===== config.mk =====
export PLATFORM = sky130hd
export DESIGN_NAME = i_mem_fetch_responder
export DESIGN_NICKNAME = d
export VERILOG_FILES = /design/src/rtl/i_mem_fetch_responder.sv
export SDC_FILE = /design/constraint.sdc
export NUM_CORES = 1
export LEC_CHECK = 0
export BUFFER_PORTS_ARGS = -buffer_cell sky130_fd_sc_hd__buf_2
export CORE_ASPECT_RATIO = 0.5
export CORE_MARGIN = 2
export CORE_UTILIZATION = 35
export DETAILED_ROUTE_END_ITERATION = 7
export REMOVE_ABC_BUFFERS = 1
export SYNTH_ARGS = -nofsm -noshare
export SYNTH_HDL_FRONTEND = slang
export SYNTH_SLANG_ARGS = --single-unit

===== constraint.sdc =====
create_clock -name clock -period 4.2 [get_ports clock]
set_input_delay 0.42 -clock clock [delete_from_list [all_inputs] [get_ports clock]]
set_output_delay 0.42 -clock clock [all_outputs]
set_load 0.01 [all_outputs]

===== src/rtl/i_mem_fetch_responder.sv =====
// Instruction-fetch responder: queues fetch PCs in order, reads each from a synchronous memory port, returns it with fetch_valid.
// Optional per-cycle debug print enabled by defining I_MEM_FETCH_RESPONDER_SCAN_EN.
module i_mem_fetch_responder #(
  parameter int CORE            = 0,
  parameter int DATA_WIDTH      = 32,
  parameter int ADDRESS_BITS    = 20,
  parameter int LATENCY         = 2,
  parameter int QUEUE_DEPTH     = 4,
  parameter int SCAN_CYCLES_MIN = 0,
  parameter int SCAN_CYCLES_MAX = 1000
) (
  input  logic                    clock,
  input  logic                    reset,
  input  logic                    issue_request,
  input  logic [ADDRESS_BITS-1:0] issue_PC,
  output logic                    fetch_ready,
  output logic                    fetch_valid,
  output logic [ADDRESS_BITS-1:0] fetch_address_out,
  output logic [DATA_WIDTH-1:0]   fetch_instruction,
  output logic                    mem_read,
  output logic [ADDRESS_BITS-1:0] mem_address,
  input  logic [DATA_WIDTH-1:0]   mem_readdata,
  input  logic                    scan
);
  localparam int PTR_W = $clog2(QUEUE_DEPTH);

  typedef enum logic [1:0] {IDLE, READ, WAIT, RESP} state_t;

  state_t                  state, state_next;
  logic [ADDRESS_BITS-1:0] entries [QUEUE_DEPTH];
  logic [PTR_W-1:0]        head, tail;
  logic [PTR_W:0]          count, count_next;
  logic [3:0]              wait_count, wait_count_next;
  logic [DATA_WIDTH-1:0]   data_reg;
  logic                    capture;
  logic [ADDRESS_BITS-1:0] addr_hold, mem_addr_hold;
  logic [DATA_WIDTH-1:0]   instr_hold;
  logic                    full, push, pop, read_active, resp_active;
  logic [ADDRESS_BITS-1:0] head_addr;
  logic [DATA_WIDTH-1:0]   resp_data;

  assign full        = (count == (PTR_W+1)'(QUEUE_DEPTH));
  assign fetch_ready = reset & ~full;
  assign push        = issue_request & fetch_ready;
  assign pop         = (state == RESP);
  assign head_addr   = entries[head];
  assign read_active = reset & (state == READ);
  assign resp_active = reset & (state == RESP);
  // With LATENCY==2 the response cycle is the one where mem_readdata is still live, so bypass the data register.
  assign resp_data   = capture ? mem_readdata : data_reg;

  assign mem_read          = read_active;
  assign mem_address       = read_active ? head_addr : mem_addr_hold;
  assign fetch_valid       = resp_active;
  assign fetch_address_out = resp_active ? head_addr : addr_hold;
  assign fetch_instruction = resp_active ? resp_data : instr_hold;

  always_comb begin
    count_next = count;
    if (push && !pop)      count_next = count + (PTR_W+1)'(1);
    else if (pop && !push) count_next = count - (PTR_W+1)'(1);
  end

  // IDLE looks at the post-edge occupancy so a request accepted now is read in the very next cycle.
  always_comb begin
    state_next      = state;
    wait_count_next = wait_count;
    case (state)
      IDLE: if (count_next != '0) state_next = READ;
      READ: begin
        if (LATENCY > 2) begin
          state_next      = WAIT;
          wait_count_next = 4'(LATENCY - 2);
        end else begin
          state_next = RESP;
        end
      end
      WAIT: begin
        if (wait_count == 4'd1) state_next = RESP;
        else                    wait_count_next = wait_count - 4'd1;
      end
      RESP:    state_next = (count_next != '0) ? READ : IDLE;
      default: state_next = IDLE;
    endcase
  end

  always_ff @(posedge clock) begin
    if (!reset) begin
      state         <= IDLE;
      entries       <= '{default: '0};
      head          <= '0;
      tail          <= '0;
      count         <= '0;
      wait_count    <= '0;
      data_reg      <= '0;
      capture       <= 1'b0;
      addr_hold     <= '0;
      instr_hold    <= '0;
      mem_addr_hold <= '0;
    end else begin
      state      <= state_next;
      wait_count <= wait_count_next;
      count      <= count_next;
      capture    <= (state == READ);
      if (capture) data_reg <= mem_readdata;
      if (push) begin
        entries[tail] <= issue_PC;
        tail          <= tail + PTR_W'(1);
      end
      if (pop) begin
        head       <= head + PTR_W'(1);
        addr_hold  <= head_addr;
        instr_hold <= resp_data;
      end
      if (state == READ) mem_addr_hold <= head_addr;
    end
  end

`ifdef I_MEM_FETCH_RESPONDER_SCAN_EN
  logic [31:0] cycles;

  always_ff @(posedge clock) begin
    if (!reset) cycles <= '0;
    else        cycles <= cycles + 32'd1;
    if (scan && cycles >= 32'(SCAN_CYCLES_MIN) && cycles <= 32'(SCAN_CYCLES_MAX))
      $display("core %0d cycle %0d state %s count %0d head %0d tail %0d ready %b valid %b addr %h instr %h",
               CORE, cycles, state.name(), count, head, tail, fetch_ready, fetch_valid,
               fetch_address_out, fetch_instruction);
  end
`else
  logic [31:0] unused_cfg;
  assign unused_cfg = 32'(CORE) ^ 32'(SCAN_CYCLES_MIN) ^ 32'(SCAN_CYCLES_MAX) ^ {31'b0, scan};
`endif

endmodule


# Word-level counts from Yosys, hierarchy flattened
# Cells that the tools add are included.
[totals] register_bits=198 latch_bits=0 ram_bits=0 rom_bits=0 inputBits=56 output_inout_bits=75 word_cells=62 mem_count=0
[classes] add_sub_neg=5 mul=0 n_div=0 order_cmp=3 n_eq_ne=7 n_shift=0 mux=16 bitwise=8 reduce_logical=9
[op_table] operator="2-to-1 mux 20 bit" count=5
[op_table] operator="bitwise mux 80 bit" count=1
[op_table] operator="2-to-1 mux 32 bit" count=2
[op_table] operator="binary-select mux 20 bit (select 2 bit)" count=1
[op_table] operator="demux 20 bit (select 2 bit)" count=1
[op_table] operator="one-hot mux 2 bit (4 select lines)" count=1
[op_table] operator=">= comparator 3 bit (second input constant)" count=2
[op_table] operator="2-to-1 mux 3 bit" count=2
[op_table] operator="inverter 2 -> 3 bit" count=2
[op_table] operator="adder 2 x 1 -> 2 bit (second input constant)" count=2
[op_table] operator="AND 1 bit" count=4
[op_table] operator="equality test 2 bit (second input constant)" count=2
[op_table] operator="equality test 4 x 1 -> 1 bit (second input constant)" count=1
[op_table] operator="2-to-1 mux 2 bit" count=2
[op_table] operator="inequality test 2 bit (second input constant)" count=2
[op_table] operator="AND reduction 2 bit" count=2
[op_table] operator="subtractor 4 x 1 -> 4 bit (second input constant)" count=1
[op_table] operator="adder 3 x 1 -> 3 bit (second input constant)" count=1
[op_table] operator="equality test 3 bit (second input constant)" count=1
[op_table] operator="logical AND 1 bit" count=3
[op_table] operator="less-than comparator 3 x 1 -> 1 bit (second input constant)" count=1
[op_table] operator="nonzero test 3 bit" count=1
[op_table] operator="subtractor 3 x 1 -> 3 bit (second input constant)" count=1
[op_table] operator="equality test 2 x 1 -> 1 bit (second input constant)" count=1
[op_table] operator="4 further kinds" count=6

# Logic depth before layout (Yosys ltp)
[logic_depth] depth_word=11 ltp_mapped=9 mapped_depth_nobuf=7

# Worst setup path after synthesis
# No wires, ideal clock.
[synth_path] kind="register -> output" startpoint="reg state[0]" endpoint="out fetch_address_out[10]" arrival_time_ns=1.522 t_required_ns=3.780 path_slack_ns=2.258 path_stages_with_launch=7 n_path_buf=2 cell_sequence="dfxtp_1 > ha_1 > buf_2 > nand2_1 > inv_1 > buf_2 > mux2_2"
[synth_via] elab_chain_cells=3
[synth_rtl] item="start, declared" line="29" text="state_t state, state_next;"
[synth_rtl] item="start signal, assigned" line="101" text="state <= state_next;"
[synth_rtl] item="equality test 2 bit" line="48" text="assign resp_active = reset & (state == RESP);"
[synth_rtl] item="AND 1 bit" line="48"
[synth_rtl] item="named net fetch_valid" line="17" text="output logic fetch_valid,"
[synth_rtl] item="2-to-1 mux 20 bit" line="55" text="assign fetch_address_out = resp_active ? head_addr : addr_hold;"
[synth_rtl] item="end, declared" line="18" text="output logic [ADDRESS_BITS-1:0] fetch_address_out,"
# The timed path passes the listed nets, and every way through them passes these cells.

# Worst setup path in the final report
[layout_path] startpoint="reg head[0]" endpoint="out fetch_address_out[4]"
[layout_via] elab_chain_cells=5
[layout_rtl] item="start, declared" line="31" text="logic [PTR_W-1:0] head, tail;"
[layout_rtl] item="start signal, assigned" line="111" text="head <= head + PTR_W'(1);"
[layout_rtl] item="inverter 2 -> 3 bit (implied by the code)" line="46" text="assign head_addr = entries[head];"
[layout_rtl] item="binary-select mux 20 bit (select 2 bit)" line="46"
[layout_rtl] item="2-to-1 mux 20 bit (implied by the code) (2 in a row)" line="46"
[layout_rtl] item="2-to-1 mux 20 bit" line="55"
# Every way passes these cells. The select of a mux whose other input is x is not followed.

==> key figures <==
Floorplanning
  • Core Box Area: 0.0250 sq mm
  • Initial core utilization: 35.4%
  • I/O pin total: 131
  • Die Footprint: 0.0267 sq mm
  • Die Wd: 229 um
  • Placement Rows: 41
  • Height of the die: 117 um

Power
  • Sw Ratio: 27.7%
  • Switching power: 1.25 mW
  • Worst vdd ir: 0.356 mV
  • Pleak: 4.27 nW
  • Flop pwr share: 46.5%
  • Clock share of power: 37.2%
  • Internal: 3.25 mW
  • Logic gate share of total power: 16.3%
  • Tot Pwr: 4.50 mW
  • Pwr Density: 437 mW/mm^2

CTS
  • Post-CTS Setup Bufs: 0
  • Max clock buf depth: 2
  • Cts repair resizes: 0
  • CTS sink count: 198
  • Clk_lat worst skew: 440 ps
  • Cts bufs inserted: 17
  • # hold bufs at CTS: 0
  • H-tree Lvls: 4
  • CTS tree: yes
  • CTS root buffer: clkbuf_16
  • Clock transition at path regs: 70 ps

Detailed routing
  • Drt drc: 0
  • Drt via density: 4.69
  • Final WL: 20800 um
  • Avg WL per Cell: 14.7 um
  • Routed vias: 6610
  • Initial DRC Count: 392
  • Final ANT Viol Nets: 0
  • Detailed Routing Iterations Pass 1: 8

Synth
  • Synth Instances: 958
  • Main synth FF type: dfxtp_1
  • Top cells by area, synth: dfxtp_1 (45%), nand2_1 (14%), mux2i_1 (8.2%)
  • Mapped cell area: 0.00886 sq mm
  • FFs w/ async S/R, synth: 0%
  • Sequential share of the synthesized area: 44.7%
  • EDFF count, synth: 0
  • Post-synthesis area per instance: 9.25 sq um
  • Synth Register Bits: 198
  • Yosys warns: 0
  • Synth unique cells: 37
  • Cell taking the most area after synthesis: dfxtp_1
  • Yosys top cell area share: 44.7%

STA
  • Setup WS post-layout: 1160 ps
  • Final hold vios: 0
  • Fin Clk Skew: 11.3 ps
  • Least-Margin Pin Slew: 1110 ps
  • Final TNS setup: 0 ps
  • Final Max Tran Viols: 0
  • Tcrit/Tclk final: 72.3%
  • Fmax: 329 MHz
  • Relative slew slack: 26.1%
  • Final Critical Period: 3040 ps
  • Setup-failing EPs final: 0
  • RSZ-0062 raised after global routing: no

GRT
  • Vias in the first global route: 6420
  • Largest net degree at the start of global routing: 89
  • Total grt overflow: 0
  • Initial antenna violation count: 1
  • GRT Total Usage: 15.8%
  • First-pass GRT wire length: 33200 um

Worst setup path
  • CP max-delay cell: mux4_1
  • CP arrival: 2620 ps
  • WP data required: 3780 ps
  • Cell Chain, Critical Path: buf_4, mux4_1, mux2_2, buf_2
  • CP Max Fanout: 14
  • Setup Crit Path Kind: flip-flop to output port
  • CP peak stage delay: 700 ps
  • Worst Setup Start Kind: flip-flop
  • Crit end category: output port

Finish
  • Most common cell after layout, fill and taps aside: nand2_1
  • Total Nets Final: 1120
  • Final std cells w/o fill: 1409
  • Post-layout util: 41.1%
  • Area delta synth->final: 16.2%
  • Max reg flops: 80
  • Most frequent cells in the layout: nand2_1 (336), dfxtp_1 (197), buf_2 (128), a21boi_0 (75), mux2i_1 (73)
  • Proportion of layout cells with a drive suffix above 1: 21.2%

Placement
  • Placed cell count: 1375
  • Dpl ws: 1520 ps
  • I/O Buffers: 129
  • Final RePlAce weighted congestion: 0.766
  • Dpl hpwl: 12800 um

Job
  • Number of maximum-capacitance violations: 0

Hold path
  • Hold/Removal Path Class: input port to flip-flop

Run status
  • Status: finished, final reports clean
-- per-layer routing --
layer  vias up  track usage [%]  part of all wire [%]
li1       3338                -                     -
met1      3123             19.9                    45
met2       134             27.4                    49
met3        15             3.39                   4.6
met4         0             4.94                  0.98
met5         -                0                     0
-- final timing paths --
path                                                  start                     endpoint  slack [ps]  depth (start not counted)
worst max-delay path                   head[0]$_SDFFE_PN0N_         fetch_address_out[4]        1160                          4
worst min-delay path                           issue_PC[15]     entries[75]$_SDFFE_PN0P_         260                          3
worst max register to register          count[0]$_SDFF_PN0_     entries[58]$_SDFFE_PN0P_        1530                          7
worst min register to register  instr_hold[22]$_SDFFE_PN0N_  instr_hold[22]$_SDFFE_PN0N_         440                          2
-- cell type report --
type / instances / area [sq um]
diodes: 2 / 5.00
clock buffers: 21 / 460
multi-input cells: 686 / 4550
inverters: 9 / 33.8
fillers: 2457 / 14700
repair buffers: 138 / 716
clock inverters: 11 / 135
flip-flops and latches: 198 / 3970
well taps: 344 / 430
-- power by group through the flow --
stage / Combinational (mW) / Clock [mW] / Sequential (mW)
2_1_floorplan: 0.519 / 0 / 2.11
3_3_place_gp: 0.717 / 0 / 2.13
3_5_place_dp: 0.740 / 0 / 2.14
4_1_cts: 0.743 / 1.72 / 2.09
5_1_grt: 0.815 / 1.80 / 2.11
6_report: 0.733 / 1.67 / 2.09
-- cell families (layout without fill, tap and decap cells) --
logic type      Yosys count  count (layout)  synth area share [%]
xor+xnor                  8               8                 0.791
mux                     133             133                  18.9
flops                   198             198                  44.7
fa+ha+maj                14              14                  1.98
compound gates           96              96                  8.40
other cells               0               2                     0
buf+inv                  74             179                  4.08
simple gates            435             435                  21.1
-- synth_stat cells (2+ instances only) --
cell,instances
a21boi_0,75
a21boi_1,7
a21o_1,2
and2_1,10
and3_1,4
buf_1,4
buf_2,22
buf_6,7
clkbuf_1,31
dfxtp_1,198
ha_1,14
inv_1,9
mux2_2,40
mux2i_1,73
mux4_1,11
mux4_2,9
nand2_1,336
nand2_2,2
nand3_1,2
nor2_1,3
nor2b_1,73
nor3b_1,2
o211a_1,2
o211ai_1,2
o21ai_0,2
xnor2_1,7
-- worst max-delay path, delay by kind of cell, from the launching register on --
kind                   cells  cell delay, ps
DFF                        1             630
buffers and inverters      2             550
muxes                      2            1000
-- through the flow --
step	hold WS, ps	instance area, sq um
after floorplan	423	8530
after global placement	430	9700
after detailed placement	434	9700
after CTS	231	10300
after global routing	239	10300
final	256	10300
Note: power is estimated with default switching activity, not from simulation.
